<file path="src/rtl/bus_port_fifo.sv">
// Per-driver bus port buffer: a TX FWFT FIFO feeding the bus pop handshake and an
// address-filtered RX FWFT FIFO capturing bus deliveries for this port or broadcast.
module bus_port_fifo #(
   parameter int          width = 16,
   parameter int          depth = 8,
   parameter logic [7:0]  id    = 8'd0,
   parameter logic [7:0]  bcast = 8'hFF,
   localparam int         CW    = $clog2(depth + 1),
   localparam int         PW    = $clog2(depth)
) (
   input  logic             clk,
   input  logic             reset,
   input  logic             tx_push,
   input  logic [width-1:0] tx_data,
   output logic             tx_full,
   output logic [CW-1:0]    tx_count,
   output logic [7:0]       tx_ovf_cnt,
   output logic             pndng,
   output logic [width-1:0] D_pop,
   input  logic             pop,
   input  logic             push,
   input  logic [width-1:0] D_push,
   output logic             rx_valid,
   output logic [width-1:0] rx_data,
   input  logic             rx_pop,
   output logic [7:0]       rx_drop_cnt
);

   function automatic logic [7:0] sat_inc(input logic [7:0] v);
      return (v == 8'hFF) ? v : v + 8'd1;
   endfunction

   logic [width-1:0] tx_mem [depth];
   logic [PW-1:0]    tx_rd, tx_wr;
   logic [CW-1:0]    tx_occ;
   logic             tx_do_push, tx_do_pop, tx_drop;

   logic [width-1:0] rx_mem [depth];
   logic [PW-1:0]    rx_rd, rx_wr;
   logic [CW-1:0]    rx_occ;
   logic             rx_full, rx_match, rx_do_push, rx_do_pop, rx_drop;

   assign tx_full    = (tx_occ == CW'(depth));
   assign pndng      = (tx_occ != '0);
   assign tx_count   = tx_occ;
   assign tx_do_pop  = pop && pndng;
   // A pop in the same cycle frees the slot, so a push to a full FIFO still lands.
   assign tx_do_push = tx_push && (!tx_full || tx_do_pop);
   assign tx_drop    = tx_push && tx_full && !tx_do_pop;
   assign D_pop      = pndng ? tx_mem[tx_rd] : '0;

   always_ff @(posedge clk) begin
      if (reset) begin
         tx_rd      <= '0;
         tx_wr      <= '0;
         tx_occ     <= '0;
         tx_ovf_cnt <= '0;
      end else begin
         if (tx_do_push) tx_wr <= tx_wr + PW'(1);
         if (tx_do_pop)  tx_rd <= tx_rd + PW'(1);
         tx_occ <= tx_occ + CW'(tx_do_push) - CW'(tx_do_pop);
         if (tx_drop) tx_ovf_cnt <= sat_inc(tx_ovf_cnt);
      end
   end

   always_ff @(posedge clk) begin
      if (tx_do_push) tx_mem[tx_wr] <= tx_data;
   end

   assign rx_full    = (rx_occ == CW'(depth));
   assign rx_valid   = (rx_occ != '0);
   assign rx_match   = push && ((D_push[width-1 -: 8] == id) || (D_push[width-1 -: 8] == bcast));
   assign rx_do_pop  = rx_pop && rx_valid;
   assign rx_do_push = rx_match && (!rx_full || rx_do_pop);
   assign rx_drop    = rx_match && rx_full && !rx_do_pop;
   assign rx_data    = rx_valid ? rx_mem[rx_rd] : '0;

   always_ff @(posedge clk) begin
      if (reset) begin
         rx_rd       <= '0;
         rx_wr       <= '0;
         rx_occ      <= '0;
         rx_drop_cnt <= '0;
      end else begin
         if (rx_do_push) rx_wr <= rx_wr + PW'(1);
         if (rx_do_pop)  rx_rd <= rx_rd + PW'(1);
         rx_occ <= rx_occ + CW'(rx_do_push) - CW'(rx_do_pop);
         if (rx_drop) rx_drop_cnt <= sat_inc(rx_drop_cnt);
      end
   end

   always_ff @(posedge clk) begin
      if (rx_do_push) rx_mem[rx_wr] <= D_push;
   end

endmodule

</file>
<file path="config.mk">
export PLATFORM = sky130hd
export DESIGN_NAME = bus_port_fifo
export DESIGN_NICKNAME = d
export VERILOG_FILES = /design/src/rtl/bus_port_fifo.sv
export SDC_FILE = /design/constraint.sdc
export NUM_CORES = 1
export LEC_CHECK = 0
export CAP_MARGIN = 30
export CELL_PAD_IN_SITES_DETAIL_PLACEMENT = 1
export CELL_PAD_IN_SITES_GLOBAL_PLACEMENT = 1
export CORE_MARGIN = 10
export CORE_UTILIZATION = 27
export DETAILED_ROUTE_END_ITERATION = 6
export MAX_ROUTING_LAYER = met4
export PLACE_DENSITY_LB_ADDON = 0.1
export SLEW_MARGIN = 20
export SYNTH_ARGS = -nofsm -noshare
export SYNTH_HDL_FRONTEND = slang
export SYNTH_SLANG_ARGS = --single-unit
export TNS_END_PERCENT = 50
</file>
<file path="constraint.sdc">
create_clock -name clk -period 6.02 [get_ports clk]
set_clock_uncertainty 0.15 [all_clocks]
set_input_delay 1.204 -clock clk [delete_from_list [all_inputs] [get_ports clk]]
set_output_delay 1.204 -clock clk [all_outputs]
set_load 0.03 [all_outputs]
</file>
# Yosys cells after proc, flatten, opt, wreduce, memory -nomap -nowiden
# Memories as Yosys holds them, arrays and structs flattened. A register that Yosys moved wholly into a read port is not among the register bits.
# Cells that the tools add are included.
# totals
mem_bits_ro,0
ramBits,256
output_inout_bits,55
n_memories,2
in_bits,38
latchBits,0
wordCells,58
ff_bits,36
# mem_list
name,depth,width,read_ports,rd_clocked_by_memory_dff,wr,line_no,text
rx_mem,8,16,1,1,1,38,logic [width-1:0] rx_mem [depth];
tx_mem,8,16,1,1,1,33,logic [width-1:0] tx_mem [depth];
# op_classes
addsub,10
reduce_logical,21
bitwise_logic,2
n_div,0
n_eq_ne,5
shifts,0
n_lt_le_gt_ge,0
n_mux,10
multipliers,0
# op_table
op,n
16-bit 2-to-1 mux,2
"8-bit equality test, second input constant",3
"8-bit by 1-bit adder with 8-bit output, second input constant",2
"3-bit by 1-bit adder with 3-bit output, second input constant",4
3-bit 2-to-1 mux,4
1-bit logical AND,9
4-bit by 1-bit adder with 4-bit output,2
"4-bit equality test, second input constant",2
8-bit zero test,1
4-bit nonzero test,2
4-bit by 1-bit subtractor with 4-bit output,2
1-bit zero test,4
1-bit 2-to-1 mux,4
2-bit AND reduction,2
1-bit logical OR,3
1-bit NOT,2

# Logic depth before layout (Yosys ltp)
# depth
ltp_word,6
depth_mapped,13
ltp_nobuf,12

# Worst setup path after synthesis
# No wires, ideal clock.
# synth_path
kind,in2reg
startpoint,input port D_push[12]
endpoint,memory rx_mem[2][0] (enable)
arrival_time_ns,4.022
required_time_ns,5.434
slack_ns,1.412
stages,5
path_cell_list,or4_4 -> nor2_4 -> o211ai_1 -> clkbuf_1 -> nor4b_1
# synth_between
elab_chain_cells,6
word_cells_on_any_way,7
# synth_lines
item,line_no,text
start: declaration,22,"input logic [width-1:0] D_push,"
8-bit equality test or 8-bit zero test (tied branches),72,assign rx_match = push && ((D_push[width-1 -: 8] == id) || (D_push[width-1 -: 8] == bcast));
1-bit logical OR (*),72,
1-bit logical AND (*),72,
1-bit logical AND (*),74,assign rx_do_push = rx_match && (!rx_full || rx_do_pop);
1-bit 2-to-1 mux (*),93,if (rx_do_push) rx_mem[rx_wr] <= D_push;
1-bit 2-to-1 mux (implied by the code) (*),93,
end: declaration,38,
# Every way passes the cells marked *; elsewhere a longest branch is shown, timed or not.

==> out/qor.csv <==
metric,value,unit
pwr_density_cell,426,mW/mm2
fin_nets,833,
p_sw,0.00193,W
clk_pin_slew,50,ps
cp_max_fo,17,
cts_setup_buffers,0,
setup_viol,0,
fmax,222,MHz
crit_arrival,3160,ps
ir_drop,248,uV
wl_met3,1090,um
numPortBuffers,92,
internal-power,0.00434,W
slowest_delay,730,ps
vias,6183,
cts-resized-gates,0,
overflow,0,
synth_top_area_share,65.3,%
grt_max_degree,39,
core,0.0431,mm2
syn_inst,650,
grt_usage,11.3,%
synth_area,0.0118,mm2
ys_warn_count,0,
rows,76,
synth.most_common_cell,edfxtp_1,
setup_tns,0,ps
highest_layer,met4,
drt_pass1_iterations,4,
nFillCells,4324,
whs_path_depth,2,
final_cell_area,0.0147,mm2
dieWidth,229,um
dp.cells,1323,
synth.distinct_cells,40,
synth_nets,706,
met2WireLength,15300,um
worstPathRequired,4670,ps
rsz0062_at_grt,no,
register_area,0.00853,mm2
postRouteWirelength,29000,um
maxCapViolCount,0,
synth_area_leaders,"edfxtp_1 (65%), mux4_2 (12%), dfxtp_1 (7.1%), mux2i_1 (3.0%), nor2_1 (2.2%)",
maxSlewViolCount,0,
status,"finished, final reports clean",
worstMarginPinSlew,896,ps
postCtsHoldBufs,0,
initial_utilization,27.3,%
synth_edf_count,256,
via_per_inst,4.46,
r2r-start,tx_count[2],
worst_path_max_delay_cell,dfxtp_2,
cp-start-kind,flip-flop,
die-area,0.0524,mm2
clock_path_buffers,3,
power_leakage,4.60,nW
die_h,229,um
root_buffer,clkbuf_16,
layout_min_cycle_time,4510,ps
rr_worst_depth,13,
multi_input_area,0.00313,mm2
end_kind,output port,
synth-seq-cells,298,
max_slew_margin,40.2,%
ant_nets,0,
regToRegSetupSlack,3080,ps
yosysTopAreaCell,edfxtp_1,
fin_crit_sh,74.9,%
cts_buffers,35,
antenna_found_initial,1,
wire_per_inst,20.9,um
worstHoldStart,rx_rd[1],
async_reset_ff_share,0,%
synthFlopType,edfxtp_1,
min_path_type,flip-flop to flip-flop,
combPwrFrac,29.3,%
ctsHtreeMaxLevel,2,
p_clk_share,31.4,%
clk_latency,530,ps
grt_pass1_wl,43800,um
avgSynthCellArea,18.1,um2
p_sw_share,30.8,%
p_seq_share,39.3,%
grt_pass1_vias,6968,
critical_path_class,flip-flop to output port,
stdcell_count,1387,
yosys-top-cells-count,"edfxtp_1 (256), nor2_1 (68), mux4_2 (64), dfxtp_1 (42), mux2i_1 (35)",
syn_to_final_growth,24.9,%
hold_violations,0,
m1WireLength,12100,um
cts_tree,built,
path_cells,"buf_4, mux4_2, mux2i_1, nor2_1, clkdlybuf4s50_1",
io-pin-count,93,
drt-initial-drc-count,373,
place_area,0.0136,mm2
hpwl,18100,um
cts.sinks,298,
synth-seq-area-share,72.4,%
gp_congestion,0.688,
layout-drive-gt1-share,19.5,%
reg2reg_to,tx_count[2],
drc,0,
power by group through the flow:
stage	combinational, W	sequential [W]	clock (W)
finish	0.00184	0.00246	0.00197
global route	0.00200	0.00248	0.00213
CTS	0.00184	0.00251	0.00204
detailed placement	0.00183	0.00255	0
global placement	0.00176	0.00255	0
floorplan	0.00118	0.00244	0
registers in the layout (all words and copies together), names as in the netlist, named ones only:
register,cells
rx_mem,128
tx_mem,128
rx_drop_cnt,8
tx_ovf_cnt,8
rx_occ,4
tx_count,4
rx_rd,3
rx_wr,3
tx_rd,3
tx_wr,3
per-layer routing:
layer | up-vias | global-route usage [%]
met1 | 3217 | 12.9
met5 | - | -
li1 | 2811 | -
met2 | 114 | 19.7
met4 | 0 | 3.85
met3 | 41 | 2.28
per-stage QoR:
step           hold WS [ps]  utilization [%]  setup WS, ps  total power (W)
3_5_place_dp            350             31.6          1860          0.00438
3_3_place_gp            314             31.4          1890          0.00431
2_1_floorplan           304                -          1410          0.00363
4_1_cts                 360             34.0          1340          0.00639
5_1_grt                 397             34.1          1210          0.00661
6_report                354             34.1          1510          0.00627
worst max-delay path by stage:
stage | from | endpoint | slack, ps | cells after the start
floorplan | D_push[12] | rx_mem[2][0] | 1410 | 5
detailed placement | D_push[10] | rx_occ[2] | 1860 | 10
global placement | flip-flop | rx_data[11] | 1890 | 5
global route | flip-flop | D_pop[4] | 1210 | 5
finish | flip-flop | D_pop[4] | 1510 | 5
CTS | flip-flop | rx_data[11] | 1340 | 5
cells by family (layout without fill, tap and decap cells):
logic type                 after synthesis  after routing  synth area share, %
DFF                                    298            298                 72.4
xor gates and xnor gates                17             17                 1.26
buffers and inverters                   45            196                 1.56
and+or+nand+nor                        144            144                 5.94
other                                    0              1                    0
AOI/OAI and AO/OA                       29             29                 1.56
muxes                                   99             99                 15.2
adders and majority gates               18             18                 2.04
layout by cell type, fill, tap and decap left out, drive strengths merged, types with 15 or more instances in the layout:
| cell | netlist | routed |
|---|---|---|
| mux2i | 35 | 35 |
| inv | 16 | 17 |
| buf | 10 | 27 |
| nor2 | 69 | 69 |
| clkbuf | 19 | 49 |
| clkdlybuf4s50 | 0 | 92 |
| dfxtp | 42 | 42 |
| nand2 | 15 | 15 |
| mux4 | 64 | 64 |
| edfxtp | 256 | 256 |
| ha | 16 | 16 |
layout make-up:
| type | count | share of cell area, % |
|---|---|---|
| Clock inverter | 12 | 0.655 |
| Antenna cell | 1 | 0.0170 |
| Tap cell | 585 | 4.98 |
| Inverter | 16 | 0.408 |
| Clock buffer | 49 | 6.53 |
| Timing Repair Buffer | 119 | 8.07 |
| Sequential cell | 298 | 58.0 |
| Multi-Input combinational cell | 307 | 21.3 |
worst max-delay path, delay by kind of cell (launching register included):
family,cells,cell delay [ps]
muxes,2,760
DFF,1,730
and+or+nand+nor,1,80
buffers and inverters,2,1040
Note: power is estimated with default switching activity, not from simulation.
